--- src/rtl/cpu_pkg.sv ---
// Shared CPU definitions for the register-file write buffer: widths,
// the queued entry layout and the hard-wired zero register.
package cpu_pkg;

   localparam int CPU_AW = 5;
   localparam int CPU_DW = 32;

   typedef struct packed {
      logic [CPU_AW-1:0] addr;
      logic [CPU_DW-1:0] data;
   } wbb_entry_t;

   localparam logic [CPU_AW-1:0] REG_ZERO = 5'd0;

endpackage

--- src/rtl/wbb_fwd_match.sv ---
// Youngest-first forwarding match over the write-buffer entries.
// Scans from head (oldest) toward tail; the last occupied match wins,
// which is the entry nearest the tail.
module wbb_fwd_match
   import cpu_pkg::*;
#(
   parameter int DEPTH = 4,
   parameter int PW    = $clog2(DEPTH) + 1
) (
   input  wbb_entry_t         ent_i [DEPTH],
   input  logic [DEPTH-1:0]   vld_i,
   input  logic [PW-1:0]      head_i,
   input  logic [CPU_AW-1:0]  lk_addr_i,
   output logic               hit_o,
   output logic [CPU_DW-1:0]  data_o
);

   localparam int IW = $clog2(DEPTH);

   // Priority match: oldest to youngest, later hits override earlier ones
   always_comb begin
      logic [IW-1:0] idx;
      hit_o  = 1'b0;
      data_o = '0;
      idx    = '0;
      for (int k = 0; k < DEPTH; k++) begin
         idx = head_i[IW-1:0] + IW'(k);
         if (vld_i[idx] && (ent_i[idx].addr == lk_addr_i) && (lk_addr_i != REG_ZERO)) begin
            hit_o  = 1'b1;
            data_o = ent_i[idx].data;
         end
      end
   end

endmodule

--- src/rtl/wb_write_buffer.sv ---
// Register-file write buffer: queues long-latency results and drains them
// into the RF write port in cycles the main pipeline leaves it free, with
// two forwarding lookup ports for decode.
// Optional feature macro: WB_WRITE_BUFFER_COALESCE_EN -- an enqueue that
// targets the youngest entry's register overwrites that entry in place.
module wb_write_buffer
   import cpu_pkg::*;
#(
   parameter int DEPTH = 4,
   parameter int AW    = CPU_AW,
   parameter int DW    = CPU_DW
) (
   input  logic                     clk,
   input  logic                     rst,
   input  logic                     in_valid,
   output logic                     in_ready,
   input  logic [AW-1:0]            in_addr,
   input  logic [DW-1:0]            in_data,
   input  logic                     rf_busy,
   output logic                     rf_we,
   output logic [AW-1:0]            rf_addr,
   output logic [DW-1:0]            rf_wd,
   input  logic [AW-1:0]            lk_addr1,
   input  logic [AW-1:0]            lk_addr2,
   output logic                     fwd_hit1,
   output logic                     fwd_hit2,
   output logic [DW-1:0]            fwd_data1,
   output logic [DW-1:0]            fwd_data2,
   output logic [$clog2(DEPTH):0]   count,
   output logic                     empty,
   output logic                     full
);

   localparam int IW = $clog2(DEPTH);
   localparam int PW = IW + 1;

   logic [PW-1:0]    head_q, head_d;
   logic [PW-1:0]    tail_q, tail_d;
   logic [DEPTH-1:0] vld_q, vld_d;
   wbb_entry_t       ent_q [DEPTH];

   logic [PW-1:0]    occ;
   logic [IW-1:0]    head_idx, tail_idx, yng_idx;
   logic             pop, coal, accept, alloc, merge;

   assign occ      = tail_q - head_q;
   assign count    = occ;
   assign empty    = (occ == '0);
   assign full     = (occ == PW'(DEPTH));
   assign head_idx = head_q[IW-1:0];
   assign tail_idx = tail_q[IW-1:0];
   assign yng_idx  = tail_idx - IW'(1);

   // Drain side: the RF takes the head whenever the pipeline leaves the port idle
   assign pop     = !empty && !rf_busy;
   assign rf_we   = pop;
   assign rf_addr = empty ? '0 : ent_q[head_idx].addr;
   assign rf_wd   = empty ? '0 : ent_q[head_idx].data;

`ifdef WB_WRITE_BUFFER_COALESCE_EN
   // Merge into the youngest entry unless that entry is the head leaving now
   assign coal = !empty && (ent_q[yng_idx].addr == in_addr) && !(pop && (occ == PW'(1)));
`else
   assign coal = 1'b0;
`endif

   // A full buffer refuses new slots even if the head pops this cycle
   assign in_ready = !full || coal;
   assign accept   = in_valid && in_ready && (in_addr != REG_ZERO);
   assign alloc    = accept && !coal;
   assign merge    = accept && coal;

   // Next-state for pointers and per-entry occupancy
   always_comb begin
      head_d = head_q;
      tail_d = tail_q;
      vld_d  = vld_q;
      if (pop) begin
         vld_d[head_idx] = 1'b0;
         head_d          = head_q + PW'(1);
      end
      if (alloc) begin
         vld_d[tail_idx] = 1'b1;
         tail_d          = tail_q + PW'(1);
      end
   end

   // Control state; reset discards every queued write
   always_ff @(posedge clk or negedge rst) begin
      if (!rst) begin
         head_q <= '0;
         tail_q <= '0;
         vld_q  <= '0;
      end else begin
         head_q <= head_d;
         tail_q <= tail_d;
         vld_q  <= vld_d;
      end
   end

   // Entry storage; contents are only meaningful where vld_q is set
   always_ff @(posedge clk) begin
      if (alloc) begin
         ent_q[tail_idx] <= '{addr: in_addr, data: in_data};
      end else if (merge) begin
         ent_q[yng_idx].data <= in_data;
      end
   end

   wbb_fwd_match #(.DEPTH(DEPTH), .PW(PW)) u_fwd1 (
      .ent_i     (ent_q),
      .vld_i     (vld_q),
      .head_i    (head_q),
      .lk_addr_i (lk_addr1),
      .hit_o     (fwd_hit1),
      .data_o    (fwd_data1)
   );

   wbb_fwd_match #(.DEPTH(DEPTH), .PW(PW)) u_fwd2 (
      .ent_i     (ent_q),
      .vld_i     (vld_q),
      .head_i    (head_q),
      .lk_addr_i (lk_addr2),
      .hit_o     (fwd_hit2),
      .data_o    (fwd_data2)
   );

endmodule

--- config.mk ---
export PLATFORM = sky130hd
export DESIGN_NAME = wb_write_buffer
export DESIGN_NICKNAME = d
export VERILOG_FILES = /design/src/rtl/cpu_pkg.sv /design/src/rtl/wbb_fwd_match.sv /design/src/rtl/wb_write_buffer.sv
export SDC_FILE = /design/constraint.sdc
export NUM_CORES = 1
export LEC_CHECK = 0
export BUFFER_PORTS_ARGS = -buffer_cell sky130_fd_sc_hd__buf_2
export CORE_ASPECT_RATIO = 0.7
export CORE_UTILIZATION = 41
export CTS_BUF_LIST = sky130_fd_sc_hd__clkbuf_8
export CTS_CLUSTER_DIAMETER = 50
export CTS_CLUSTER_SIZE = 8
export DETAILED_ROUTE_END_ITERATION = 6
export PLACE_DENSITY = 0.6
export SLEW_MARGIN = 30
export SYNTH_ARGS = -nofsm -noshare
export SYNTH_HDL_FRONTEND = slang
export SYNTH_SLANG_ARGS = --single-unit
--- constraint.sdc ---
create_clock -name clk -period 7.5 [get_ports clk]
set_clock_uncertainty 0.2 [all_clocks]
set_input_delay 1.5 -clock clk [delete_from_list [all_inputs] [get_ports clk]]
set_output_delay 1.5 -clock clk [all_outputs]
set_load 0.05 [all_outputs]
==> results of run 1 <==
[critical path: stages, from the launching register on]
cell and delay (ns):
sky130_fd_sc_hd__dfrtp_4 0.87, sky130_fd_sc_hd__inv_1 0.22, sky130_fd_sc_hd__ha_4 0.48, sky130_fd_sc_hd__mux4_2 0.57, sky130_fd_sc_hd__xnor2_1 0.19, sky130_fd_sc_hd__nand4_1 0.21
sky130_fd_sc_hd__nor3_2 0.89, sky130_fd_sc_hd__a211oi_1 0.18, sky130_fd_sc_hd__a211oi_1 0.41, sky130_fd_sc_hd__buf_2 0.34
[metal layers]
layer,GRT usage,wire length (µm)
met5,0,12
met4,0.0467,349
met3,0.0673,3660
met2,0.345,14700
met1,0.354,14900
[final cells by class]
cell class	count	area (µm²)	share of cell area
clock inverters	12	121	0.00924
repair buffers	179	972	0.0740
well taps	371	464	0.0353
multi-input cells	599	6570	0.500
flip-flops and latches	158	4700	0.358
inverters	10	37.5	0.00286
clock buffers	20	275	0.0210
[worst max-delay path by stage]
stage,cells after the start,to,slack [ns],from
CTS,9,fwd_data2[9],0.95,head_q[1]
global route,9,fwd_data2[9],0.69,head_q[1]
finish,9,fwd_data2[19],0.96,head_q[1]
global placement,9,fwd_data2[9],1.49,head_q[1]
detailed placement,9,fwd_data2[9],1.49,head_q[1]
floorplan,17,fwd_data2[29],0.83,head_q[0]
[sequential cells by signal, indices dropped and copies added (netlist names)]
register	cells
ent_q	148
vld_q	4
head_q	3
tail_q	3
[cells by family after synthesis]
group	count (synthesis)	synth area share
AO/OA/AOI/OAI	168	0.125
multiplexers	154	0.295
buffers and inverters	98	0.0393
flip-flops	158	0.403
adder cells (fa/ha/maj)	10	0.0114
AND/OR/NAND/NOR	223	0.0936
XOR/XNOR	44	0.0331
[cells in the final DEF, fill, tap and decap left out, types with 11 or more instances in the layout]
cell type / instances
sky130_fd_sc_hd__edfxtp_1: 148
sky130_fd_sc_hd__mux4_2: 151
sky130_fd_sc_hd__xnor2_1: 39
sky130_fd_sc_hd__nor2b_1: 56
sky130_fd_sc_hd__o21ai_1: 27
sky130_fd_sc_hd__buf_2: 160
sky130_fd_sc_hd__inv_1: 13
sky130_fd_sc_hd__o31ai_2: 25
sky130_fd_sc_hd__clkbuf_8: 20
sky130_fd_sc_hd__a221oi_2: 22
sky130_fd_sc_hd__buf_4: 16
sky130_fd_sc_hd__nand2_1: 72
sky130_fd_sc_hd__a211oi_1: 22
sky130_fd_sc_hd__nor3_1: 11
sky130_fd_sc_hd__a221oi_1: 31
sky130_fd_sc_hd__o21ai_0: 26
sky130_fd_sc_hd__nor2_1: 43
[per-stage QoR]
stage	utilization	instance area [µm²]
2_1_floorplan	-	11600
3_3_place_gp	0.457	12700
3_5_place_dp	0.457	12700
4_1_cts	0.471	13100
5_1_grt	0.471	13100
6_report	0.471	13100
==> impl_results.html, run 1 <==
<table>
<tr><th>Metric</th><th>Value</th></tr>
<tr><th colspan="2">Drt</th></tr>
<tr><td>Detailed-route wire length</td><td>33.7 mm</td></tr>
<tr><td>Number of DRC violations after detailed routing</td><td>0</td></tr>
<tr><td>Average vias per placed instance</td><td>6.40</td></tr>
<tr><td>Number of antenna-violating nets in the routed design</td><td>0</td></tr>
<tr><td>TritonRoute pass-1 iters</td><td>7</td></tr>
<tr><td>Routed wire length per instance</td><td>25.0 µm</td></tr>
<tr><td>DR iter-0 viols</td><td>943</td></tr>
<tr><td>Total number of vias</td><td>8,632</td></tr>
<tr><th colspan="2">Timing</th></tr>
<tr><td>Minimum setup slack in the final design</td><td>0.955 ns</td></tr>
<tr><td>WHS</td><td>0.292 ns</td></tr>
<tr><td>Unrepaired setup endpoints after global routing</td><td>no</td></tr>
<tr><td>Final worst path period share</td><td>0.873</td></tr>
<tr><td>Final setup fails</td><td>0</td></tr>
<tr><td>Transition at the pin with the smallest max-transition slack</td><td>1.04 ns</td></tr>
<tr><td>Slew HR</td><td>0.300</td></tr>
<tr><td>Minimum clock period</td><td>6.54 ns</td></tr>
<tr><td>Final hold viol count</td><td>0</td></tr>
<tr><td>Total negative slack for setup checks</td><td>0 ns</td></tr>
<tr><td>Maximum operating frequency</td><td>153 MHz</td></tr>
<tr><td>Final max-slew violation count</td><td>0</td></tr>
<tr><th colspan="2">Min path</th></tr>
<tr><td>Terminating pin of the worst hold path</td><td>tail_q[2]</td></tr>
<tr><td>Number of cells on the worst hold path</td><td>1</td></tr>
<tr><td>Worst Hold Class</td><td>flop to flop</td></tr>
<tr><td>Worst Hold Launch</td><td>tail_q[2]</td></tr>
<tr><th colspan="2">Clocking</th></tr>
<tr><td>Number of clock sinks seen by CTS</td><td>158</td></tr>
<tr><td>TritonCTS clock tree</td><td>done</td></tr>
<tr><td>Number of buffers inserted during clock tree synthesis</td><td>17</td></tr>
<tr><td>Clock-pin slew on the worst setup and hold paths</td><td>0.09 ns</td></tr>
<tr><td>Clock latency at the later pin of the worst-skew pair</td><td>0.46 ns</td></tr>
<tr><td>CTS Buffer Depth</td><td>2</td></tr>
<tr><td>Max H-tree Level</td><td>4</td></tr>
<tr><td>Clock Root Buffer</td><td>sky130_fd_sc_hd__clkbuf_8</td></tr>
<tr><td>CTS hold repair buffers</td><td>0</td></tr>
<tr><td>Post-CTS setup-driven buffer insertion count</td><td>0</td></tr>
<tr><td>Resized cells post-CTS</td><td>0</td></tr>
<tr><th colspan="2">Floorplan</th></tr>
<tr><td>Die area</td><td>29,100 µm²</td></tr>
<tr><td>Effective utilization at floorplan</td><td>0.418</td></tr>
<tr><td>Horiz. Die Dim</td><td>203 µm</td></tr>
<tr><td>Boundary Pins</td><td>161</td></tr>
<tr><td>Area inside the core boundary</td><td>27,900 µm²</td></tr>
<tr><td>Die span in y</td><td>143 µm</td></tr>
<tr><td>Standard-cell rows</td><td>51</td></tr>
<tr><th colspan="2">Logic synthesis</th></tr>
<tr><td>Number of synthesized flops with an enable pin</td><td>148</td></tr>
<tr><td>Net count of the mapped netlist</td><td>916</td></tr>
<tr><td>Synthesized netlist cell count</td><td>855</td></tr>
<tr><td>Sequential share of the synthesized area</td><td>0.403</td></tr>
<tr><td>Number of register bits inferred by synthesis</td><td>158</td></tr>
<tr><td>Ys Warns</td><td>0</td></tr>
<tr><td>Count of cell types in the netlist</td><td>43</td></tr>
<tr><td>Synth Area per Inst</td><td>13.6 µm²</td></tr>
<tr><td>Share of the synthesized area in the top cell type</td><td>0.382</td></tr>
<tr><td>Cell taking the most area after synthesis</td><td>sky130_fd_sc_hd__edfxtp_1</td></tr>
<tr><td>Leading post-synthesis cells by cell area</td><td>sky130_fd_sc_hd__edfxtp_1 38%, sky130_fd_sc_hd__mux4_2 29%, sky130_fd_sc_hd__nor2b_1 3.0%</td></tr>
<tr><td>Syn Std Cell Area</td><td>11,600 µm²</td></tr>
<tr><td>Fraction of registers with async set/reset</td><td>0.0633</td></tr>
<tr><td>Top flip-flop cell by instance count after synthesis</td><td>sky130_fd_sc_hd__edfxtp_1</td></tr>
<tr><td>Leading post-synthesis cells by instance count</td><td>151 x sky130_fd_sc_hd__mux4_2, 148 x sky130_fd_sc_hd__edfxtp_1, 72 x sky130_fd_sc_hd__nand2_1, 56 x sky130_fd_sc_hd__nor2b_1, 49 x sky130_fd_sc_hd__clkbuf_1</td></tr>
<tr><td>Top-count cell post-synth</td><td>sky130_fd_sc_hd__mux4_2</td></tr>
<tr><th colspan="2">GRT</th></tr>
<tr><td>Global routing usage summed across all routing layers</td><td>0.238</td></tr>
<tr><td>Number of antenna violations at the first check in global routing</td><td>1</td></tr>
<tr><td>GRT overflow</td><td>0</td></tr>
<tr><td>Maximum number of pins on one net before global-route repair</td><td>58</td></tr>
<tr><td>Via count of the first global-routing pass</td><td>8,360</td></tr>
<tr><td>First-pass GRT wire length</td><td>51.4 mm</td></tr>
<tr><th colspan="2">Setup path</th></tr>
<tr><td>Critical R2R Launch</td><td>head_q[1]</td></tr>
<tr><td>Type of the setup path with the least slack</td><td>flop to output pin</td></tr>
<tr><td>Arrival time at the worst endpoint</td><td>4.84 ns</td></tr>
<tr><td>Type of destination of the critical path</td><td>output pin</td></tr>
<tr><td>Register-to-register path setup slack</td><td>3.33 ns</td></tr>
<tr><td>Worst Path Max Fanout</td><td>46</td></tr>
<tr><td>Launching element type of the critical path</td><td>flop</td></tr>
<tr><td>Worst reg2reg path depth</td><td>9</td></tr>
<tr><td>Critical register-to-register path endpoint</td><td>ent_q[24]</td></tr>
<tr><td>Required @ worst endpoint</td><td>5.80 ns</td></tr>
<tr><th colspan="2">Flow run</th></tr>
<tr><td># Max-Cap Violations</td><td>0</td></tr>
<tr><th colspan="2">Finish</th></tr>
<tr><td>Antenna diode count</td><td>0</td></tr>
<tr><td>Final non-filler cell total</td><td>1,349</td></tr>
<tr><td>Final #Nets</td><td>1,026</td></tr>
<tr><td>Synth-to-layout area growth</td><td>12.8%</td></tr>
<tr><td>Final-layout fill cell count</td><td>2,454</td></tr>
<tr><td>Fraction of layout cells with a size suffix above 1</td><td>0.439</td></tr>
<tr><th colspan="2">Placement</th></tr>
<tr><td># placed instances</td><td>1,317</td></tr>
<tr><td>Placed wire-length estimate</td><td>21.9 mm</td></tr>
<tr><td>Dpl ws</td><td>1.49 ns</td></tr>
<tr><td>Number of port buffers</td><td>160</td></tr>
<tr><td>Placer Congestion</td><td>0.857</td></tr>
<tr><th colspan="2">Status</th></tr>
<tr><td>Result of the run</td><td>complete, no violations</td></tr>
</table>
Power of run 1 is not shown: default switching activity piles up to over one toggle a cycle in this logic, so the estimate is an artifact.
==> run 2: changes to the inputs <==
CORE_UTILIZATION = 60   (was 41)
PLACE_DENSITY = 0.83   (was 0.6)
==> run 2 against run 1 <==
Net effect: clock-buffer cell count decreased by 3; worst setup slack got worse by 0.16 ns; routed wire length decreased by 6.2%; utilization increased by 21 points; critical path depth increased by 1; global-route usage increased by 8.8 points; cell count decreased by 8.1%; critical path type unchanged; worst hold slack improved by 0.00075 ns; sequential cell count unchanged.
==> impl_results.html, run 2 (synthesis gave the netlist of run 1 again) <==
<table>
<tr><th>Metric</th><th>Value</th></tr>
<tr><th colspan="2">Finish</th></tr>
<tr><td>Final #Nets</td><td>1,023 (-0.29%)</td></tr>
<tr><td>Number of flip-flops under the largest register name</td><td>148 (unchanged)</td></tr>
<tr><td>Most common cell after layout, fill and taps aside</td><td>sky130_fd_sc_hd__buf_2</td></tr>
<tr><td>Commonest cells after routing, fill and taps aside</td><td>160 x sky130_fd_sc_hd__buf_2, 151 x sky130_fd_sc_hd__mux4_2, 148 x sky130_fd_sc_hd__edfxtp_1</td></tr>
<tr><td>Final core utilization</td><td>0.684 (+0.212)</td></tr>
<tr><td>Final-layout fill cell count</td><td>1,295 (-47%)</td></tr>
<tr><td>Largest register by flop count</td><td>ent_q</td></tr>
<tr><td>Largest regs</td><td>ent_q x148, vld_q x4</td></tr>
<tr><td>Synth-to-layout area growth</td><td>11.4%</td></tr>
<tr><td>Seq. cell area</td><td>4700 µm² (unchanged)</td></tr>
<tr><td>Fraction of layout cells with a size suffix above 1</td><td>0.438 (-0.000702)</td></tr>
<tr><td>Footprint of the multi-input gates</td><td>6560 µm² (about the same)</td></tr>
<tr><th colspan="2">Clocking</th></tr>
<tr><td>TritonCTS clock tree</td><td>done</td></tr>
<tr><td>Number of clock sinks seen by CTS</td><td>158 (unchanged)</td></tr>
<tr><td>Number of buffers inserted during clock tree synthesis</td><td>17 (unchanged)</td></tr>
<tr><td>CTS Buffer Depth</td><td>2 (unchanged)</td></tr>
<tr><td>Clock Root Buffer</td><td>sky130_fd_sc_hd__clkbuf_8</td></tr>
<tr><td>Resized cells post-CTS</td><td>0 (unchanged)</td></tr>
<tr><td>Clock-pin slew on the worst setup and hold paths</td><td>0.09 ns (about the same)</td></tr>
<tr><td>CTS hold repair buffers</td><td>0 (unchanged)</td></tr>
<tr><td>Max H-tree Level</td><td>4 (unchanged)</td></tr>
<tr><td>Post-CTS setup-driven buffer insertion count</td><td>0 (unchanged)</td></tr>
<tr><td>Clock latency at the later pin of the worst-skew pair</td><td>0.48 ns (+0.02 ns)</td></tr>
<tr><th colspan="2">Min path</th></tr>
<tr><td>Number of cells on the worst hold path</td><td>1 (unchanged)</td></tr>
<tr><td>Worst Hold Class</td><td>flop to flop</td></tr>
<tr><th colspan="2">Drt</th></tr>
<tr><td>Average vias per placed instance</td><td>7.21 (+13%)</td></tr>
<tr><td>Detailed-route wire length</td><td>31.6 mm (-6.2%)</td></tr>
<tr><td>Number of antenna-violating nets in the routed design</td><td>0 (unchanged)</td></tr>
<tr><td>Number of DRC violations after detailed routing</td><td>0 (unchanged)</td></tr>
<tr><td>TritonRoute pass-1 iters</td><td>6 (-1)</td></tr>
<tr><td>Total number of vias</td><td>8,943 (+3.6%)</td></tr>
<tr><td>Routed wire length per instance</td><td>25.5 µm (+2.1%)</td></tr>
<tr><td>DR iter-0 viols</td><td>1,213 (+29%)</td></tr>
<tr><th colspan="2">Timing</th></tr>
<tr><td>WHS</td><td>0.293 ns (+0.000749 ns)</td></tr>
<tr><td>Final worst path period share</td><td>0.894 (+0.0211)</td></tr>
<tr><td>Final hold viol count</td><td>0 (unchanged)</td></tr>
<tr><td>Final max-slew violation count</td><td>0 (unchanged)</td></tr>
<tr><td>Total negative slack for setup checks</td><td>0 ns (unchanged)</td></tr>
<tr><td>Maximum operating frequency</td><td>149 MHz (-2.4%)</td></tr>
<tr><td>Minimum clock period</td><td>6.70 ns (+0.158 ns)</td></tr>
<tr><td>Transition at the pin with the smallest max-transition slack</td><td>0.955 ns (-0.0886 ns)</td></tr>
<tr><td>Unrepaired setup endpoints after global routing</td><td>no</td></tr>
<tr><td>Final setup fails</td><td>0 (unchanged)</td></tr>
<tr><td>Slew HR</td><td>0.362 (+0.0622)</td></tr>
<tr><th colspan="2">Placement</th></tr>
<tr><td>Placer Congestion</td><td>0.892 (+4.1%)</td></tr>
<tr><td>Number of port buffers</td><td>160 (unchanged)</td></tr>
<tr><td>Placed wire-length estimate</td><td>20.5 mm (-6.4%)</td></tr>
<tr><th colspan="2">Status</th></tr>
<tr><td>Result of the run</td><td>complete, no violations</td></tr>
<tr><th colspan="2">Floorplan</th></tr>
<tr><td>Horiz. Die Dim</td><td>169 µm (-17%)</td></tr>
<tr><td>Effective utilization at floorplan</td><td>0.614 (+0.196)</td></tr>
<tr><td>Boundary Pins</td><td>161 (unchanged)</td></tr>
<tr><td>Area inside the core boundary</td><td>19,000 µm² (-32%)</td></tr>
<tr><td>Die area</td><td>20,000 µm² (-31%)</td></tr>
<tr><td>Standard-cell rows</td><td>42 (-18%)</td></tr>
<tr><td>Die span in y</td><td>119 µm (-17%)</td></tr>
<tr><th colspan="2">Setup path</th></tr>
<tr><td>Worst Path Max Fanout</td><td>40 (-13%)</td></tr>
<tr><td>Required @ worst endpoint</td><td>5.80 ns (about the same)</td></tr>
<tr><td>Worst reg2reg path depth</td><td>9 (unchanged)</td></tr>
<tr><td>Type of destination of the critical path</td><td>output pin</td></tr>
<tr><td>Arrival time at the worst endpoint</td><td>5.00 ns (+0.16 ns)</td></tr>
<tr><td>Type of the setup path with the least slack</td><td>flop to output pin</td></tr>
<tr><td>Launching element type of the critical path</td><td>flop</td></tr>
<tr><th colspan="2">Flow run</th></tr>
<tr><td># Max-Cap Violations</td><td>0 (unchanged)</td></tr>
<tr><th colspan="2">GRT</th></tr>
<tr><td>GRT overflow</td><td>0 (unchanged)</td></tr>
<tr><td>Global routing usage summed across all routing layers</td><td>0.325 (+0.0878)</td></tr>
<tr><td>Maximum number of pins on one net before global-route repair</td><td>54 (-6.9%)</td></tr>
<tr><td>Number of antenna violations at the first check in global routing</td><td>2 (+1)</td></tr>
<tr><td>First-pass GRT wire length</td><td>48.6 mm (-5.5%)</td></tr>
<tr><td>Via count of the first global-routing pass</td><td>8,371 (+0.13%)</td></tr>
</table>
run 2: cell count changes in the layout (fill, tap and decap cells not counted), sizes merged:
cell      previous run  this run
buf                179       176
clkbuf              20        17
diode                0         1
inv                 14        15
clkinv               3         7
clkinvlp             3         1
run 2: final cells by class:
| type | instances | area share |
|---|---|---|
| antenna | 1 | 0.000193 |
| clock buffer | 17 | 0.0180 |
| clock inverter | 15 | 0.0123 |
| inverter | 10 | 0.00289 |
| multi-input combinational | 599 | 0.506 |
| sequential | 158 | 0.363 |
| tap | 264 | 0.0255 |
| timing repair buffer | 176 | 0.0726 |
run 2: worst paths after layout:
path / from / to / slack, ns
min: tail_q[2] / tail_q[2] / 0.29
max reg2reg: head_q[0] / ent_q[42] / 3.35
min reg2reg: tail_q[2] / tail_q[2] / 0.29
max: head_q[0] / fwd_data1[5] / 0.80
min in group asynchronous: rst / tail_q[2] / 0.68
max in group asynchronous: rst / head_q[0] / 6.18
run 2: through the flow:
stage               setup slack [ns]  cells  cell area, µm²
global route                   0.549   1239           13000
floorplan                      0.826    855           11600
CTS                            0.853   1238           12900
finish                         0.797   1240           13000
detailed placement              1.40   1206           12500
global placement                1.51   1206           12500
run 2: worst max-delay path, stage by stage (launching register included):
cell                      delay (ns)
sky130_fd_sc_hd__dfrtp_4        0.77
sky130_fd_sc_hd__inv_1          0.21
sky130_fd_sc_hd__ha_4           0.75
sky130_fd_sc_hd__mux4_2         0.44
sky130_fd_sc_hd__xnor2_1        0.18
sky130_fd_sc_hd__nand4_1        0.60
sky130_fd_sc_hd__nor2_4         0.51
sky130_fd_sc_hd__buf_4          0.46
sky130_fd_sc_hd__nand2_1        0.12
sky130_fd_sc_hd__o31ai_2        0.09
sky130_fd_sc_hd__buf_2          0.32
run 2: metal layers:
layer	routed length, µm	up-vias	GRT usage
li1	-	3703	-
met1	12000	4429	0.462
met2	14300	732	0.477
met3	4690	77	0.116
met4	638	2	0.0909
met5	10	-	0
Power of run 2 is left out for the same reason.
==> run 3: changes to the inputs <==
CORE_MARGIN = 5   (was not set)
==> run 3 against run 2 <==
Net effect: global-route usage is 4.6 points lower; via count is 0.25% higher; worst setup slack better by 0.035 ns; critical path depth stayed put; routed wire length is 0.25% lower; utilization is 0.39 points lower; sequential share of layout area is 0.21 points higher; non-clock buffer count is 1 lower; cell area is 0.57% lower; worst hold slack better by 0.0020 ns; register-to-register slack better by 0.10 ns; highest routed layer unchanged.
==> impl_results.html, run 3 (synthesis gave the netlist of run 1 again) <==
<table>
<tr><th>Metric</th><th>Value</th></tr>
<tr><th colspan="2">Timing</th></tr>
<tr><td>Unrepaired setup endpoints after global routing</td><td>no</td></tr>
<tr><td>Transition at the pin with the smallest max-transition slack</td><td>0.912 ns (-0.0434 ns)</td></tr>
<tr><td>Slew HR</td><td>0.392 (+0.0296)</td></tr>
<tr><td>Final hold viol count</td><td>0 (unchanged)</td></tr>
<tr><td>Maximum operating frequency</td><td>150 MHz (+0.52%)</td></tr>
<tr><td>WHS</td><td>0.295 ns (+0.00196 ns)</td></tr>
<tr><td>Final setup fails</td><td>0 (unchanged)</td></tr>
<tr><td>Minimum setup slack in the final design</td><td>0.832 ns (+0.0346 ns)</td></tr>
<tr><td>Final worst path period share</td><td>0.889 (-0.00461)</td></tr>
<tr><td>Minimum clock period</td><td>6.67 ns (-0.0346 ns)</td></tr>
<tr><td>Total negative slack for setup checks</td><td>0 ns (unchanged)</td></tr>
<tr><td>Final max-slew violation count</td><td>0 (unchanged)</td></tr>
<tr><th colspan="2">Finish</th></tr>
<tr><td>Largest register by flop count</td><td>ent_q</td></tr>
<tr><td>Commonest cells after routing, fill and taps aside</td><td>160 x sky130_fd_sc_hd__buf_2, 151 x sky130_fd_sc_hd__mux4_2, 148 x sky130_fd_sc_hd__edfxtp_1</td></tr>
<tr><td>Most common cell after layout, fill and taps aside</td><td>sky130_fd_sc_hd__buf_2</td></tr>
<tr><td>Antenna diode count</td><td>0 (-1)</td></tr>
<tr><td>Final #Nets</td><td>1,022 (-0.098%)</td></tr>
<tr><td>Fraction of layout cells with a size suffix above 1</td><td>0.431 (-0.00732)</td></tr>
<tr><td>Final-layout fill cell count</td><td>1,338 (+3.3%)</td></tr>
<tr><td>Number of flip-flops under the largest register name</td><td>148 (unchanged)</td></tr>
<tr><td>Largest regs</td><td>ent_q x148, vld_q x4</td></tr>
<tr><td>Final non-filler cell total</td><td>1,237 (-0.24%)</td></tr>
<tr><td>Synth-to-layout area growth</td><td>10.7%</td></tr>
<tr><th colspan="2">Clocking</th></tr>
<tr><td>Clock Root Buffer</td><td>sky130_fd_sc_hd__clkbuf_8</td></tr>
<tr><td>TritonCTS clock tree</td><td>done</td></tr>
<tr><td>Resized cells post-CTS</td><td>0 (unchanged)</td></tr>
<tr><td>CTS hold repair buffers</td><td>0 (unchanged)</td></tr>
<tr><td>Number of clock sinks seen by CTS</td><td>158 (unchanged)</td></tr>
<tr><td>Clock latency at the later pin of the worst-skew pair</td><td>0.46 ns (-0.02 ns)</td></tr>
<tr><td>Post-CTS setup-driven buffer insertion count</td><td>0 (unchanged)</td></tr>
<tr><td>Max H-tree Level</td><td>4 (unchanged)</td></tr>
<tr><td>Clock-pin slew on the worst setup and hold paths</td><td>0.08 ns (about the same)</td></tr>
<tr><td>CTS Buffer Depth</td><td>2 (unchanged)</td></tr>
<tr><td>Number of buffers inserted during clock tree synthesis</td><td>17 (unchanged)</td></tr>
<tr><th colspan="2">GRT</th></tr>
<tr><td>GRT overflow</td><td>0 (unchanged)</td></tr>
<tr><td>Number of antenna violations at the first check in global routing</td><td>1 (-1)</td></tr>
<tr><td>First-pass GRT wire length</td><td>48.4 mm (-0.34%)</td></tr>
<tr><td>Via count of the first global-routing pass</td><td>8,603 (+2.8%)</td></tr>
<tr><td>Global routing usage summed across all routing layers</td><td>0.279 (-0.0462)</td></tr>
<tr><td>Maximum number of pins on one net before global-route repair</td><td>80 (+48%)</td></tr>
<tr><th colspan="2">Floorplan</th></tr>
<tr><td>Effective utilization at floorplan</td><td>0.614 (unchanged)</td></tr>
<tr><td>Area inside the core boundary</td><td>19,000 µm² (unchanged)</td></tr>
<tr><td>Die area</td><td>22,300 µm² (+12%)</td></tr>
<tr><td>Boundary Pins</td><td>161 (unchanged)</td></tr>
<tr><td>Standard-cell rows</td><td>42 (unchanged)</td></tr>
<tr><td>Horiz. Die Dim</td><td>177 µm (+4.7%)</td></tr>
<tr><td>Die span in y</td><td>127 µm (+6.7%)</td></tr>
<tr><th colspan="2">Drt</th></tr>
<tr><td>Total number of vias</td><td>8,965 (+0.25%)</td></tr>
<tr><td>DR iter-0 viols</td><td>1,258 (+3.7%)</td></tr>
<tr><td>Detailed-route wire length</td><td>31.5 mm (-0.25%)</td></tr>
<tr><td>Number of DRC violations after detailed routing</td><td>0 (unchanged)</td></tr>
<tr><td>Average vias per placed instance</td><td>7.25 (+0.49%)</td></tr>
<tr><td>TritonRoute pass-1 iters</td><td>5 (-1)</td></tr>
<tr><td>Routed wire length per instance</td><td>25.5 µm (about the same)</td></tr>
<tr><td>Number of antenna-violating nets in the routed design</td><td>0 (unchanged)</td></tr>
<tr><th colspan="2">Placement</th></tr>
<tr><td># placed instances</td><td>1,206 (unchanged)</td></tr>
<tr><td>Number of port buffers</td><td>160 (unchanged)</td></tr>
<tr><td>Placer Congestion</td><td>0.928 (+4.0%)</td></tr>
<tr><td>Dpl ws</td><td>1.36 ns (-0.0357 ns)</td></tr>
<tr><td>Placed wire-length estimate</td><td>20.4 mm (-0.58%)</td></tr>
<tr><th colspan="2">Setup path</th></tr>
<tr><td>Type of the setup path with the least slack</td><td>flop to output pin</td></tr>
<tr><td>Launching element type of the critical path</td><td>flop</td></tr>
<tr><td>Register-to-register path setup slack</td><td>3.45 ns (+0.10 ns)</td></tr>
<tr><td>Required @ worst endpoint</td><td>5.80 ns (about the same)</td></tr>
<tr><td>Type of destination of the critical path</td><td>output pin</td></tr>
<tr><td>Worst Path Max Fanout</td><td>30 (-25%)</td></tr>
<tr><td>Arrival time at the worst endpoint</td><td>4.97 ns (-0.03 ns)</td></tr>
<tr><th colspan="2">Status</th></tr>
<tr><td>Result of the run</td><td>complete, no violations</td></tr>
<tr><th colspan="2">Flow run</th></tr>
<tr><td># Max-Cap Violations</td><td>0 (unchanged)</td></tr>
<tr><th colspan="2">Min path</th></tr>
<tr><td>Worst Hold Class</td><td>flop to flop</td></tr>
</table>
run 3: layout make-up:
type                            count  area (µm²)  area share
Timing Repair Buffer              175         937      0.0727
Multi-Input combinational cell    599        6570       0.509
Inverter                           10        37.5     0.00291
Clock buffer                       17         234      0.0181
Tap cell                          264         330      0.0256
Sequential cell                   158        4700       0.365
Clock inverter                     14        88.8     0.00689
run 3: routing by layer:
| layer | up-vias | global-route usage | wire length, µm |
|---|---|---|---|
| met5 | - | 0 | 7 |
| met4 | 2 | 0.0932 | 767 |
| met3 | 93 | 0.0776 | 4030 |
| met2 | 696 | 0.407 | 14400 |
| met1 | 4478 | 0.412 | 12300 |
| li1 | 3696 | - | - |
run 3: critical path: stages, from the launching register on:
cell,delay (ns)
sky130_fd_sc_hd__dfrtp_4,0.76
sky130_fd_sc_hd__inv_1,0.21
sky130_fd_sc_hd__ha_4,0.63
sky130_fd_sc_hd__mux2i_1,0.26
sky130_fd_sc_hd__mux2_2,0.65
sky130_fd_sc_hd__a21oi_1,0.19
sky130_fd_sc_hd__a211oi_4,0.77
sky130_fd_sc_hd__buf_12,0.31
sky130_fd_sc_hd__a221oi_2,0.09
sky130_fd_sc_hd__o31ai_2,0.31
sky130_fd_sc_hd__buf_2,0.32
run 3: final timing paths:
check	startpoint	to	depth (start not counted)
max in group asynchronous	rst	head_q[1]	1
min reg2reg	tail_q[2]	tail_q[2]	1
max	head_q[0]	fwd_data1[5]	10
min in group asynchronous	rst	tail_q[1]	1
min	tail_q[2]	tail_q[2]	1
max reg2reg	head_q[0]	ent_q[28]	10
run 3: stage by stage:
| stage | utilization | area [µm²] |
|---|---|---|
| floorplan | - | 11600 |
| global placement | 0.662 | 12600 |
| detailed placement | 0.662 | 12600 |
| CTS | 0.679 | 12900 |
| global route | 0.680 | 12900 |
| finish | 0.680 | 12900 |
Power of run 3 is left out for the same reason.
